## src/rtl/delta_frame_sched.sv

```systemverilog
// Frame-level scheduler for the delta-frame motion datapath.
// Sequences base-frame capture, filter settling and delta operation on frame
// boundaries, forces periodic or requested base refreshes, and double-buffers
// the saturation threshold so it only changes between frames.
module delta_frame_sched #(
  parameter int INPUT_WIDTH    = 10,
  parameter int H_ACTIVE       = 640,
  parameter int V_ACTIVE       = 480,
  parameter int REFRESH_FRAMES = 30,
  parameter int SETTLE_FRAMES  = 2,
  parameter int THRESH_INIT    = 64
) (
  input  logic                   clk,
  input  logic                   reset,
  input  logic                   start,
  input  logic                   stop,
  input  logic                   recapture,
  input  logic                   frame_start,
  input  logic                   is_not_blank,
  input  logic [INPUT_WIDTH-1:0] threshold_in,
  input  logic                   threshold_wr,
  output logic [INPUT_WIDTH-1:0] threshold,
  output logic                   base_wr_en,
  output logic                   delta_en,
  output logic [2:0]             state,
  output logic [15:0]            frame_count,
  output logic                   capture_done,
  output logic                   frame_err
);

  localparam int PIX_TOTAL = H_ACTIVE * V_ACTIVE;
  localparam int PW        = $clog2(PIX_TOTAL + 1);
  localparam logic [PW-1:0] PIX_FULL = PW'(PIX_TOTAL);
  localparam logic [PW-1:0] PIX_MAX  = '1;

  // Settle counter runs 0 .. SETTLE_FRAMES-1; keep it at least one bit wide
  // so the design still elaborates when settling is disabled.
  localparam int SW = (SETTLE_FRAMES > 1) ? $clog2(SETTLE_FRAMES) : 1;
  localparam logic [SW-1:0] SETTLE_LAST =
    SW'((SETTLE_FRAMES > 0) ? SETTLE_FRAMES - 1 : 0);

  localparam logic [15:0] REFRESH_CNT = 16'(REFRESH_FRAMES);
  localparam logic [INPUT_WIDTH-1:0] THRESH_RST = INPUT_WIDTH'(THRESH_INIT);

  typedef enum logic [2:0] {
    S_IDLE    = 3'd0,
    S_ARM     = 3'd1,
    S_CAPTURE = 3'd2,
    S_SETTLE  = 3'd3,
    S_RUN     = 3'd4
  } state_t;

  state_t                 state_q,   state_d;
  logic                   pend_q,    pend_d;
  logic [SW-1:0]          settle_q,  settle_d;
  logic [15:0]            fc_q,      fc_d;
  logic                   err_q,     err_d;
  logic                   done_q,    done_d;
  logic [PW-1:0]          pix_q,     pix_d;
  logic [INPUT_WIDTH-1:0] shadow_q,  shadow_d;
  logic [INPUT_WIDTH-1:0] thr_q,     thr_d;
  logic [15:0]            fc_inc;

  // Next-state logic: stop beats frame boundary decisions, which beat start/recapture.
  always_comb begin
    state_d  = state_q;
    pend_d   = pend_q;
    settle_d = settle_q;
    fc_d     = fc_q;
    err_d    = err_q;
    done_d   = 1'b0;
    fc_inc   = (fc_q == 16'hFFFF) ? fc_q : fc_q + 16'd1;

    if (stop) begin
      state_d  = S_IDLE;
      pend_d   = 1'b0;
      settle_d = '0;
    end else begin
      if (recapture && (state_q != S_IDLE)) begin
        pend_d = 1'b1;
      end
      if (frame_start) begin
        case (state_q)
          S_ARM: state_d = S_CAPTURE;
          S_CAPTURE: begin
            if (pix_q == PIX_FULL) begin
              done_d   = 1'b1;
              fc_d     = '0;
              pend_d   = 1'b0;
              settle_d = '0;
              state_d  = (SETTLE_FRAMES == 0) ? S_RUN : S_SETTLE;
            end else begin
              // Short or long capture frame: flag it and retry on the next frame.
              err_d = 1'b1;
            end
          end
          S_SETTLE: begin
            if (settle_q == SETTLE_LAST) begin
              settle_d = '0;
              state_d  = S_RUN;
            end else begin
              settle_d = settle_q + 1'b1;
            end
          end
          S_RUN: begin
            if (pix_q != PIX_FULL) begin
              err_d = 1'b1;
            end
            fc_d = fc_inc;
            // A recapture arriving on this very boundary waits for the next one.
            if (pend_q || ((REFRESH_FRAMES != 0) && (fc_inc == REFRESH_CNT))) begin
              state_d = S_CAPTURE;
            end
          end
          default: ;
        endcase
      end
      if (start && (state_q == S_IDLE)) begin
        state_d = S_ARM;
        err_d   = 1'b0;
      end
    end
  end

  // Active-pixel counter, sampled then cleared on each frame boundary.
  always_comb begin
    pix_d = pix_q;
    if (frame_start) begin
      pix_d = '0;
    end else if (is_not_blank && (pix_q != PIX_MAX)) begin
      pix_d = pix_q + 1'b1;
    end
  end

  // Threshold double buffer: applied at frame boundaries, or directly while idle.
  always_comb begin
    shadow_d = threshold_wr ? threshold_in : shadow_q;
    thr_d    = thr_q;
    if (frame_start) begin
      thr_d = shadow_q;
    end else if (threshold_wr && (state_q == S_IDLE)) begin
      thr_d = threshold_in;
    end
  end

  // State and counter registers with synchronous reset.
  always_ff @(posedge clk) begin
    if (reset) begin
      state_q  <= S_IDLE;
      pend_q   <= 1'b0;
      settle_q <= '0;
      fc_q     <= '0;
      err_q    <= 1'b0;
      done_q   <= 1'b0;
      pix_q    <= '0;
      shadow_q <= THRESH_RST;
      thr_q    <= THRESH_RST;
    end else begin
      state_q  <= state_d;
      pend_q   <= pend_d;
      settle_q <= settle_d;
      fc_q     <= fc_d;
      err_q    <= err_d;
      done_q   <= done_d;
      pix_q    <= pix_d;
      shadow_q <= shadow_d;
      thr_q    <= thr_d;
    end
  end

  // Pixel-rate enables are pure decode so they line up with the pixel itself.
  assign base_wr_en   = (state_q == S_CAPTURE) && is_not_blank;
  assign delta_en     = (state_q == S_RUN) && is_not_blank;
  assign state        = state_q;
  assign frame_count  = fc_q;
  assign capture_done = done_q;
  assign frame_err    = err_q;
  assign threshold    = thr_q;

endmodule

```

## config.mk

```make
export PLATFORM = sky130hd
export DESIGN_NAME = delta_frame_sched
export DESIGN_NICKNAME = d
export VERILOG_FILES = /design/src/rtl/delta_frame_sched.sv
export SDC_FILE = /design/constraint.sdc
export NUM_CORES = 1
export LEC_CHECK = 0
export BUFFER_PORTS_ARGS = -buffer_cell sky130_fd_sc_hd__buf_4
export CORE_MARGIN = 2
export CORE_UTILIZATION = 51
export DETAILED_ROUTE_END_ITERATION = 16
export PLACE_DENSITY = 0.84
export SLEW_MARGIN = 20
export SYNTH_ARGS = -nofsm -noshare
export SYNTH_HDL_FRONTEND = slang
export SYNTH_SLANG_ARGS = --single-unit
```

## constraint.sdc

```tcl
create_clock -name clk -period 2.05 [get_ports clk]
set_clock_uncertainty 0.05 [all_clocks]
set_input_delay 0 -clock clk [delete_from_list [all_inputs] [get_ports clk]]
set_output_delay 0 -clock clk [all_outputs]
set_load 0.01 [all_outputs]
```

==> summary.md <==
Wires add up to 8920 um. Pin placement for this block handled 51 I/O pins. The logs give 0 ps for the total negative slack and 2160 ps for the arrival time at the worst endpoint. Ratio of final minimum period to clock period: 0.979.

The leading cell type in the layout, fill and taps excluded was buf_4. The root buffer cell was clkbuf_8. By area, the combinational part of the netlist is dominated by simple AND/OR/NAND/NOR gates.

In the layout the commonest cells are buf_4 (85), dfxtp_1 (57), nor2_1 (53), nand2_1 (26), a21oi_1 (25). Routability-driven placement finished with a final weighted congestion of 0.951. Biggest cell delay along the critical path: 420 ps.

The number of antenna violations at the first check in global routing was 0. The floorplan step set the die width to 82.9 um. The count of cells along the worst register-to-register path is 7.

The core region is 5960 um2. The initialized floorplan defines 28 standard-cell rows. After synthesis the netlist holds a flip-flop and latch count of 62.

The adder and majority cell fraction of the synthesized area is 0.0118, and the height of the chip is 82.9 um. At the worst endpoint, the required time is 2200 ps. TritonCTS built the clock tree.

Normalized max-slew margin: 0.660. After detailed routing, the number of vias per cell comes to 5.90. Effective utilization at floorplan: 0.534. Yosys printed 0 warnings.

In this run the remaining antenna-violating nets after routing total 0. The final core area utilization is 0.711. The routed length per instance was 16.0 um; the area fraction in and, or, nand and nor cells after synthesis was 0.270. The async set-reset flop share out of synthesis is 0, and the area of the mapped netlist is 3180 um2. STA classifies the critical path startpoint as a flip-flop. In the synthesized netlist the dominant register cell turns out to be dfxtp_1. The wire-length estimate of the detail-placed layout is 5970 um. Summing all placed instances gives a cell area of 3800 um2. The run gives 0 as the leftover overflow at the end of global routing. Setup repair after global routing could not meet its margin everywhere. Walking the worst path, the cells encountered are nand4_1, or3_4, nor3_1, buf_4, nor3_1, a31oi_1, a311oi_1. The worst min-delay path category is input port to flip-flop.

The H-tree was split into 3 levels. The via count of the first global-routing pass is 3250. The run finished with clean final reports. Relative to the synthesized area, the layout overhead comes to 33.3%. In this run, the number of DRC markers left after iteration 0 of detailed routing was 267. Clock-pin slew was measured on the worst setup and hold paths at 70 ps. The insertion delay to the later sink of the worst-skew pair was 350 ps. The number of synthesized flops with an enable pin was 0. At the end of the flow, the number of nets in the layout was 500. The met1 capacity usage during global routing was 0.312. Summing over every cut layer, the via total after detailed routing is 3296.

By area the synthesized netlist is led by dfxtp_1 (39%), mux2i_1 (6.9%), nor2_1 (6.6%), a21oi_1 (3.9%), a211oi_1 (3.5%). The compound-cell area share of the yosys netlist is 0.176, and the cell count of the worst hold path is 2. The worst path buffer plus inverter count was 1. Counting every instance in the synthesized netlist gives 393.

The run gives 62 as the total number of clock tree sinks. The logs give 0 for the final number of hold-violating endpoints and 0.498 GHz for the fmax. The worst ir drop on vdd is 0.419 mV, and the final critical-path required period is 2010 ps. The worst setup path is of the flip-flop to flip-flop kind.

The maximum fanout along the worst path is 6, and the number of buffers added by the clock tree synthesis step is 9. The number of nets handed over by synthesis was 414. The clock passes through at most 2 buffers. The run gives 0 as the number of pins with negative max-slew slack in the final report. The fraction of final layout cells with drive strength greater than 1 was 0.267. The cell type with the largest total area after synthesis is dfxtp_1.

The floorplan die area is 6880 um2. The average size of a mapped cell came out at 8.09 um2. The finished layout cell area came out at 4240 um2.

The all-layer global routing usage was 0.259; the xor and xnor area share after synthesis was 0.0358. The met2 track utilization from global routing came out at 0.431. The repair_antennas step left the layout with diodes totalling 0. The netlist uses 43 different library cells. The multiplexer share of the synthesized area came out at 0.0693.

The tools report the met3 usage in global routing as 0.0477. Input and output buffers added on the ports amount to 50. The portion of synthesized cell area occupied by the leading cell type is 0.391.

The power per unit of standard cell area works out to 591 nW/um2. Leakage component of the power: 0.00167 uW. The worst setup path is captured at a flip-flop. The first detailed-routing pass ran for 5 iterations. Setup violations remaining at the end of the flow were counted as 0. Counting stages on the worst path, the most repeated cell is nor3_1.

Global routing's busiest layer: met2. On the critical path, the stage with the largest delay is an instance of dfxtp_1. The tool flagged a number of max-cap violations equal to 0. The total stage count of the critical path came out at 7.

Among cell families on the critical path, the largest total delay comes from simple AND/OR/NAND/NOR gates. The register area share after synthesis was 0.391. The first global-routing pass estimated 14900 um of wire. For this run, design rule violations remaining after detail routing come to 0.

The slew at the pin closest to its max-slew limit was 509 ps; the maximum number of pins on one net before global-route repair was 40.
-- routing by layer --
metal  share of wire  up-vias
met2            0.50      180
met1            0.40     1505
met4           0.028        0
li1                -     1586
met5               0        -
met3           0.070       25
-- kinds of logic after synthesis --
family | Yosys count
AND/OR/NAND/NOR | 169
buffers and inverters | 36
multiplexers | 22
AO/OA/AOI/OAI | 88
flip-flops | 62
adder cells (fa/ha/maj) | 3
XOR/XNOR | 13
-- final cells by class --
cell class | instances | area (um2)
sequential | 62 | 1250
inverter | 12 | 45.0
clock buffer | 11 | 131
timing repair buffer | 99 | 773
clock inverter | 5 | 50.0
tap | 75 | 93.8
fill | 455 | 1720
multi-input combinational | 295 | 1890
-- sequential cells by signal, summed over array words and instances, names as in the netlist --
register and cells:
state 3, settle_q 1, pend_q 1, frame_count 16, frame_err 1, pix_q 19, shadow_q 10, threshold 10
capture_done 1
-- stage by stage --
step           cells  power [uW]  setup WS [ps]  hold slack, ps
4_1_cts          556        2490           27.6            15.4
6_report         559        2500           42.0            16.2
3_5_place_dp     526        1480          -5.12             178
2_1_floorplan    393        1390           9.40            66.5
5_1_grt          559        2590          -39.8            30.1
3_3_place_gp     526        1470           66.5             167
-- final timing paths --
path	endpoint	start	slack, ps
hold reg to reg	shadow_q[0]$_SDFFE_PP0P_	shadow_q[0]$_SDFFE_PP0P_	440
setup reg to reg	frame_count[5]$_SDFFE_PP0P_	frame_count[15]$_SDFFE_PP0P_	40
setup / recovery	frame_count[5]$_SDFFE_PP0P_	frame_count[15]$_SDFFE_PP0P_	40
hold / removal	shadow_q[6]$_SDFFE_PP1P_	threshold_wr	20
-- power breakdown --
group          switching (uW)  internal [uW]
logic                     110            110
registers                19.0           1230
clock network             476            554
-- timing repair --
item | CTS | global route
buffers inserted | 1 | 2
pin swaps | 1 | 12
hold endpoints to repair | 24 | 0
endpoints found under the setup margin | 1 | 27
gates resized for setup | 1 | 21
hold buffers | 13 | 0
cloned | 0 | 1
-- worst register-to-register path, delay by kind of cell, from the launching register on --
family,cells,cell delay (ps)
compound gates,2,320
simple gates,4,860
buf+inv,1,200
flops,1,420
-- cells in the mapped netlist (3+ instances only) --
| library cell | n |
|---|---|
| or3_1 | 9 |
| a311oi_1 | 5 |
| a21oi_1 | 25 |
| a31oi_1 | 7 |
| nand2_1 | 27 |
| nor3_1 | 13 |
| nor4_1 | 5 |
| mux2i_1 | 22 |
| nand3_1 | 13 |
| o21ai_0 | 22 |
| buf_2 | 4 |
| a211oi_1 | 15 |
| buf_1 | 4 |
| ha_1 | 3 |
| or4_1 | 3 |
| xnor2_1 | 11 |
| nor2_1 | 56 |
| and3_1 | 5 |
| or2_2 | 4 |
| and2_1 | 3 |
| o31ai_1 | 5 |
| nand2b_1 | 6 |
| nand4_1 | 10 |
| inv_1 | 12 |
| clkbuf_1 | 14 |
| nor2b_1 | 5 |
| dfxtp_1 | 62 |
(Power assumes the default switching activity.)
